### config.mk
export PLATFORM = sky130hd
export DESIGN_NAME = pipe_stage_reg
export DESIGN_NICKNAME = d
export VERILOG_FILES = /design/src/rtl/pipe_pkg.sv /design/src/rtl/pipe_sat_cnt.sv /design/src/rtl/pipe_stage_reg.sv
export SDC_FILE = /design/constraint.sdc
export NUM_CORES = 1
export LEC_CHECK = 0
export CORE_MARGIN = 8
export CORE_UTILIZATION = 40
export DETAILED_ROUTE_END_ITERATION = 6
export GPL_ROUTABILITY_DRIVEN = 0
export PLACE_DENSITY = 0.63
export SKIP_LAST_GASP = 1
export SLEW_MARGIN = 40
export SYNTH_ARGS = -nofsm -noshare
export SYNTH_HDL_FRONTEND = slang
export SYNTH_SLANG_ARGS = --single-unit
### constraint.sdc
create_clock -name clk_i -period 2.5 [get_ports clk_i]
set_input_delay 0.5 -clock clk_i [delete_from_list [all_inputs] [get_ports clk_i]]
set_output_delay 0.5 -clock clk_i [all_outputs]
set_load 0.05 [all_outputs]
### src/rtl/pipe_pkg.sv
// pipe_pkg
// Shared constants and beat type for the CPU pipeline-stage registers.
// NOP_INSN is the canonical RISC-V "addi x0, x0, 0" used as the flush bubble.
// Optional feature macro used by the stage register: PIPE_STAGE_PERF_EN.

package pipe_pkg;

  // Canonical no-op instruction word inserted on flush
  localparam logic [31:0] NOP_INSN = 32'h0000_0013;

  // Default widths for a stage register instance
  localparam int DEF_DATA_W     = 32;
  localparam int DEF_PC_W       = 32;
  localparam int DEF_STALL_SRCS = 2;
  localparam int DEF_CNT_W      = 16;

  // One stored beat at default widths: payload, PC, occupancy and bubble flag
  typedef struct packed {
    logic [DEF_DATA_W-1:0] data;
    logic [DEF_PC_W-1:0]   pc;
    logic                  valid;
    logic                  bubble;
  } stage_beat_t;

endpackage : pipe_pkg

### src/rtl/pipe_sat_cnt.sv
// pipe_sat_cnt
// Saturating up-counter with synchronous clear and count enable.
// Once it reaches all-ones it stays there until cleared.

module pipe_sat_cnt
  import pipe_pkg::*;
#(
  parameter int CNT_W = DEF_CNT_W
) (
  input  logic             clk_i,
  input  logic             clr_i,
  input  logic             en_i,
  output logic [CNT_W-1:0] cnt_o
);

  logic [CNT_W-1:0] cnt_q;
  logic [CNT_W-1:0] cnt_d;

  // Next count: step by one when enabled unless already saturated
  always_comb begin
    cnt_d = cnt_q;
    if (en_i && (cnt_q != {CNT_W{1'b1}})) begin
      cnt_d = cnt_q + CNT_W'(1);
    end
  end

  // Count register with synchronous clear
  always_ff @(posedge clk_i) begin
    if (clr_i) begin
      cnt_q <= '0;
    end else begin
      cnt_q <= cnt_d;
    end
  end

  assign cnt_o = cnt_q;

endmodule : pipe_sat_cnt

### src/rtl/pipe_stage_reg.sv
// pipe_stage_reg
// Handshaked pipeline-stage register placed between every pair of CPU stages.
// An output register (OUT) feeds the next stage; a one-beat skid register
// (SKID) absorbs the beat that arrives while OUT is blocked, which lets
// up_ready_o come straight from a flop. Any stall source or a low dn_ready_i
// holds OUT; flush replaces OUT with a bubble and empties SKID.
// Optional feature macro: PIPE_STAGE_PERF_EN adds saturating stall and flush
// counters on stall_cnt_o / flush_cnt_o.

module pipe_stage_reg
  import pipe_pkg::*;
#(
  parameter int                DATA_W     = DEF_DATA_W,
  parameter int                PC_W       = DEF_PC_W,
  parameter int                STALL_SRCS = DEF_STALL_SRCS,
  parameter logic [DATA_W-1:0] BUBBLE     = DATA_W'(NOP_INSN),
  parameter int                CNT_W      = DEF_CNT_W
) (
  input  logic                  clk_i,
  input  logic                  rst_i,
  input  logic                  up_valid_i,
  output logic                  up_ready_o,
  input  logic [DATA_W-1:0]     data_i,
  input  logic [PC_W-1:0]       pc_i,
  input  logic [STALL_SRCS-1:0] stall_i,
  input  logic                  flush_i,
  output logic                  dn_valid_o,
  input  logic                  dn_ready_i,
  output logic [DATA_W-1:0]     data_o,
  output logic [PC_W-1:0]       pc_o,
  output logic                  bubble_o
`ifdef PIPE_STAGE_PERF_EN
  ,
  output logic [CNT_W-1:0]      stall_cnt_o,
  output logic [CNT_W-1:0]      flush_cnt_o
`endif
);

  // Same shape as pipe_pkg::stage_beat_t, sized by this instance's parameters
  typedef struct packed {
    logic [DATA_W-1:0] data;
    logic [PC_W-1:0]   pc;
    logic              valid;
    logic              bubble;
  } beat_t;

  beat_t out_q;
  beat_t out_d;
  beat_t skid_q;
  beat_t skid_d;
  logic  up_ready_q;
  logic  up_ready_d;

  logic  adv;
  logic  consume;
  logic  acc;

  // Handshake terms: the output may advance only when downstream is ready
  // and no stall source is asserted
  always_comb begin
    adv     = dn_ready_i & ~(|stall_i);
    consume = out_q.valid & adv;
    acc     = up_valid_i & up_ready_q;
  end

  // Next state of OUT and SKID; flush beats normal flow, and an accepted beat
  // during flush is intentionally dropped
  always_comb begin
    out_d  = out_q;
    skid_d = skid_q;
    if (flush_i) begin
      skid_d.valid  = 1'b0;
      out_d.data    = BUBBLE;
      out_d.valid   = 1'b1;
      out_d.bubble  = 1'b1;
    end else if (!out_q.valid || consume) begin
      if (skid_q.valid) begin
        out_d.data   = skid_q.data;
        out_d.pc     = skid_q.pc;
        out_d.valid  = 1'b1;
        out_d.bubble = 1'b0;
        skid_d.valid = 1'b0;
      end else if (acc) begin
        out_d.data   = data_i;
        out_d.pc     = pc_i;
        out_d.valid  = 1'b1;
        out_d.bubble = 1'b0;
      end else begin
        out_d.valid  = 1'b0;
        out_d.bubble = 1'b0;
      end
    end else if (acc) begin
      skid_d.data   = data_i;
      skid_d.pc     = pc_i;
      skid_d.valid  = 1'b1;
      skid_d.bubble = 1'b0;
    end
    up_ready_d = ~skid_d.valid;
  end

  // Stage state registers; ready comes from its own flop so upstream sees a
  // clean registered signal
  always_ff @(posedge clk_i) begin
    if (rst_i) begin
      out_q      <= '0;
      skid_q     <= '0;
      up_ready_q <= 1'b1;
    end else begin
      out_q      <= out_d;
      skid_q     <= skid_d;
      up_ready_q <= up_ready_d;
    end
  end

  assign up_ready_o = up_ready_q;
  assign dn_valid_o = out_q.valid;
  assign data_o     = out_q.data;
  assign pc_o       = out_q.pc;
  assign bubble_o   = out_q.bubble;

`ifdef PIPE_STAGE_PERF_EN
  logic stall_evt;
  logic flush_evt;

  // A stall cycle is one where a valid beat sits in OUT but cannot leave
  always_comb begin
    stall_evt = out_q.valid & ~adv;
    flush_evt = flush_i;
  end

  pipe_sat_cnt #(
    .CNT_W(CNT_W)
  ) u_stall_cnt (
    .clk_i (clk_i),
    .clr_i (rst_i),
    .en_i  (stall_evt),
    .cnt_o (stall_cnt_o)
  );

  pipe_sat_cnt #(
    .CNT_W(CNT_W)
  ) u_flush_cnt (
    .clk_i (clk_i),
    .clr_i (rst_i),
    .en_i  (flush_evt),
    .cnt_o (flush_cnt_o)
  );
`endif

endmodule : pipe_stage_reg
== After elaboration in Yosys (flattened, before gate mapping) ==
Index checks and enable logic that the tools add are counted.

* Flip-flop bits (word level): 132
* Latch bits: 0
* Memory bits (writable): 0
* ROM bits: 0
* Input port bits: 71
* Output and inout bits: 67
* Logic and storage cells: 36
* Memories kept: 0

* $add $sub $neg: 0
* $mul: 0
* Divide/modulo/power cells: 0
* $lt $le $gt $ge: 0
* Eq/ne operators: 0
* Shifts and indexed selects: 0
* Muxes and demuxes: 9
* Bitwise operators: 7
* Reduce and logical (&&, ||, !) cells: 11

{| class="wikitable"
|+ Operators with widths
! operator !! number
|-
| $mux W66 || 1
|-
| $mux W64 || 1
|-
| $mux W39 || 1
|-
| $mux W2 || 3
|-
| $reduce_and A3 Y1 || 2
|-
| $mux W5 || 1
|-
| $not A1 Y1 || 4
|-
| $reduce_and A2 Y1 || 2
|-
| $reduce_bool A2 Y1 || 2
|-
| $reduce_or A2 Y1 || 2
|-
| $and A1 B1 Y1 || 3
|-
| $reduce_bool A3 Y1 || 1
|-
| $mux W1 || 2
|-
| $logic_not A1 Y1 || 1
|-
| $logic_or A1 B1 Y1 || 1
|}

== Longest topological paths before layout ==
* Depth in word-level cells: 8
* Gate-level depth with buffers: 6
* Gate-level depth less buffers: 3

== Worst setup path after synthesis ==
No wires, ideal clock.

* Path kind: input port to flip-flop
* Start point: in stall_i[1]
* End point: reg out_q (netlist bit pc_o[10])
* Library setup time: 121 ps
* Arrival time: 1833 ps
* Data required time: 2379 ps
* Setup slack: 545 ps
* Stages: 5
* Buffers on the path: 2
* Cells stage by stage: or3b_1 -> buf_4 -> a211o_4 -> buf_8 -> mux2_4

* Longest elaborated chain between the ends: 6

{| class="wikitable"
|+ Ends and longest elaborated chain
! what !! line !! RTL
|-
| start: declaration || pipe_stage_reg.sv:25 || <nowiki>input logic [STALL_SRCS-1:0] stall_i,</nowiki>
|-
| $reduce_or A2 Y1 || pipe_stage_reg.sv:61 || <nowiki>adv = dn_ready_i & ~(|stall_i);</nowiki>
|-
| $not A1 Y1 || pipe_stage_reg.sv:61 ||
|-
| $and A1 B1 Y1 || pipe_stage_reg.sv:61 ||
|-
| $and A1 B1 Y1 || pipe_stage_reg.sv:62 || <nowiki>consume = out_q.valid & adv;</nowiki>
|-
| $logic_or A1 B1 Y1 || pipe_stage_reg.sv:76 || <nowiki>end else if (!out_q.valid || consume) begin</nowiki>
|-
| $reduce_and A3 Y1 (no line) || - ||
|-
| end signal: assignment || pipe_stage_reg.sv:109 || <nowiki>out_q <= out_d;</nowiki>
|-
| end: declaration || pipe_stage_reg.sv:47 || <nowiki>beat_t out_q;</nowiki>
|}

Every way passes these cells.
A chain may end at the register's enable or synchronous reset.

== Worst setup path in the final report ==
* Start point: reg out_q (netlist bit dn_valid_o)
* End point: out dn_valid_o

{| class="wikitable"
|+ RTL lines
! what !! line !! RTL
|-
| end: declaration || pipe_stage_reg.sv:27 || <nowiki>output logic dn_valid_o,</nowiki>
|}

No word-level cell between the ends.

==> results.cfg <==
[setup_path]
reg2reg_depth = 5
crit_family = buffers and inverters
worstSetupStartpointType = flop
critical_path_class = reg2out
cp_cell_sequence = clkdlybuf4s50_1
crit_path_top_delay_cell = clkdlybuf4s50_1
worst-path-stages = 1
cpPeakStageDelay_ns = 0.92
cp.required_ns = 2.00
arrival_ns = 1.86
path_max_fanout = 12
path_buf_inv = 1
worst_setup_path_end_kind = output port

[route]
ant_nets = 0
vias_per_cell = 4.744
drt_wl_total_um = 15430
drt-wirelength-per-cell_um = 15.40
dr.pass1.iters = 4
drt_iter0_markers = 156
vias = 4753
drc = 0

[clock_tree]
clock_path_buffers = 2
cts.sinks = 132
path_clk_slew_ns = 0.05
cts-hold-fix-buffers = 0
clock-root-buffer = clkbuf_16
tritoncts = yes
cts-htree-levels = 4
clkLatencyLatePin_ns = 0.41
ctsResizeCount = 0
cts_made_buffers = 17
cts_setup_buffers = 0

[sta]
skew_ns = 0.005921
fin_crit_sh_pct = 94.46
hold_viol = 0
final-max-slew-violation-count = 0
fin_tns_setup_ns = 0
relSlewSlack_pct = 56.63
setup_viol = 0
fin_crit_ns = 2.361
fmax_mhz = 423.5
rsz0062_at_grt = no
worst_pin_slew_ns = 0.6505

[synth]
ys_seq_area_share_pct = 40.69
syn-cell-area_um2 = 6494
synth-seq-cells = 132
synth.distinct_cells = 25
syn_inst = 650
yosys_warnings = 0
yosys-top-cells-area = dfxtp_1 (41%), mux2i_1 (19%), nand2b_1 (12%)
yosysTopAreaCell = dfxtp_1
synth.top_cell.area_share_pct = 40.69
avgSynthCellArea_um2 = 9.990
syn_nets = 721

[power]
p_per_area_nw_per_um2 = 630.0
ir_worst_vdd_v = 0.0004798
p_leak_nw = 3.327

[placed_design]
placed_cells_incl_taps = 971
portBuffers = 137
hpwl_um = 10810

[cells_and_area]
layout_commonest_cell = clkdlybuf4s50_1
insertedDiodeCount = 0
fin_cells = 1002
final_nets = 845
final_cell_mix = clkdlybuf4s50_1 (136), dfxtp_1 (131), nand2b_1 (128)
area_growth_pct = 34.26
drive_gt1_share_pct = 14.50

[floorplanning]
die-area_um2 = 20570
initial_core_util_pct = 40.88
core_area_um2 = 15890
die_y_um = 143.4
row_count = 46
io_pins = 138
fp.dieW_um = 143.4

[outcome]
status = completed

[run]
maxCapViolCount = 0

[grt]
antenna_found_initial = 0
track_usage_pct = 15.43
grt_pass1_vias = 5036
grt_pass1_wl_um = 25140
grt_start_max_net_pins = 71
grt-ovfl-total = 0

[min_path]
min_path_type = reg2reg
min_path_cells = 2
[where the power goes]
part,internal [mW],switching (mW),leakage [nW]
logic,0.407,0.433,1.97
clock network,1.57,0.852,0.281
registers,2.19,0.0485,1.07
[stage by stage]
stage	power (mW)	instance area, µm²	hold WS, ns	utilization (%)	worst slack [ns]
6_report	5.493	8718	0.4540	54.88	0.1386
5_1_grt	5.734	8718	0.4857	54.88	0.04518
4_1_cts	5.572	8718	0.4578	54.88	0.1032
3_5_place_dp	3.125	8145	0.4506	51.28	0.08566
3_3_place_gp	3.106	8145	0.4432	51.28	0.09098
2_1_floorplan	2.804	6494	0.4452	-	0.5454
[registers in the layout, summed over array words and instances, names as in the netlist]
| signal | count |
|---|---|
| data_o | 32 |
| up_ready_o | 1 |
| skid_q | 65 |
| pc_o | 32 |
| bubble_o | 1 |
| dn_valid_o | 1 |
[worst paths after layout]
kind,startpoint,to,slack [ns]
max,dn_valid_o,dn_valid_o,0.14
min,data_o[24],data_o[24],0.45
max reg2reg,dn_valid_o,skid_q[50],0.72
min reg2reg,data_o[24],data_o[24],0.45
[cell type report]
| class | instances | area [µm²] |
|---|---|---|
| repair buffers | 156 | 1599 |
| fillers | 1446 | 7167 |
| inverters | 2 | 7.507 |
| well taps | 216 | 270.3 |
| flip-flops and latches | 132 | 2646 |
| clock inverters | 4 | 70.07 |
| clock buffers | 27 | 503.0 |
| multi-input cells | 465 | 3622 |
[synthesized netlist by cell type]
master     instances
nor3b_1            1
a21o_1             1
a31oi_1            1
and3_1             3
nand4_1            1
mux2_2            34
dfxtp_1          132
buf_8              3
o21ai_0            1
or3b_1             1
mux2i_1          125
clkbuf_1          28
a2111oi_0          6
buf_2             14
nand2_1           59
inv_1              2
a211o_4            1
buf_4              1
nor4_1             1
buf_1              5
nand2b_1         128
nor2_1            37
nor2b_1           32
a21oi_1            3
mux2_4            30
[layer usage]
metal	vias up	wire length (µm)	track usage [%]
li1	2407	-	-
met1	2259	6572	17.30
met2	79	7954	27.37
met3	8	774	5.043
met4	0	127	4.317
met5	-	0	0
[kinds of logic after synthesis]
family	after synthesis	synth area share (%)
flops	132	40.69
buf+inv	53	3.911
mux	189	32.10
compound gates	13	1.599
simple gates	263	21.70
(Power assumes the default switching activity.)
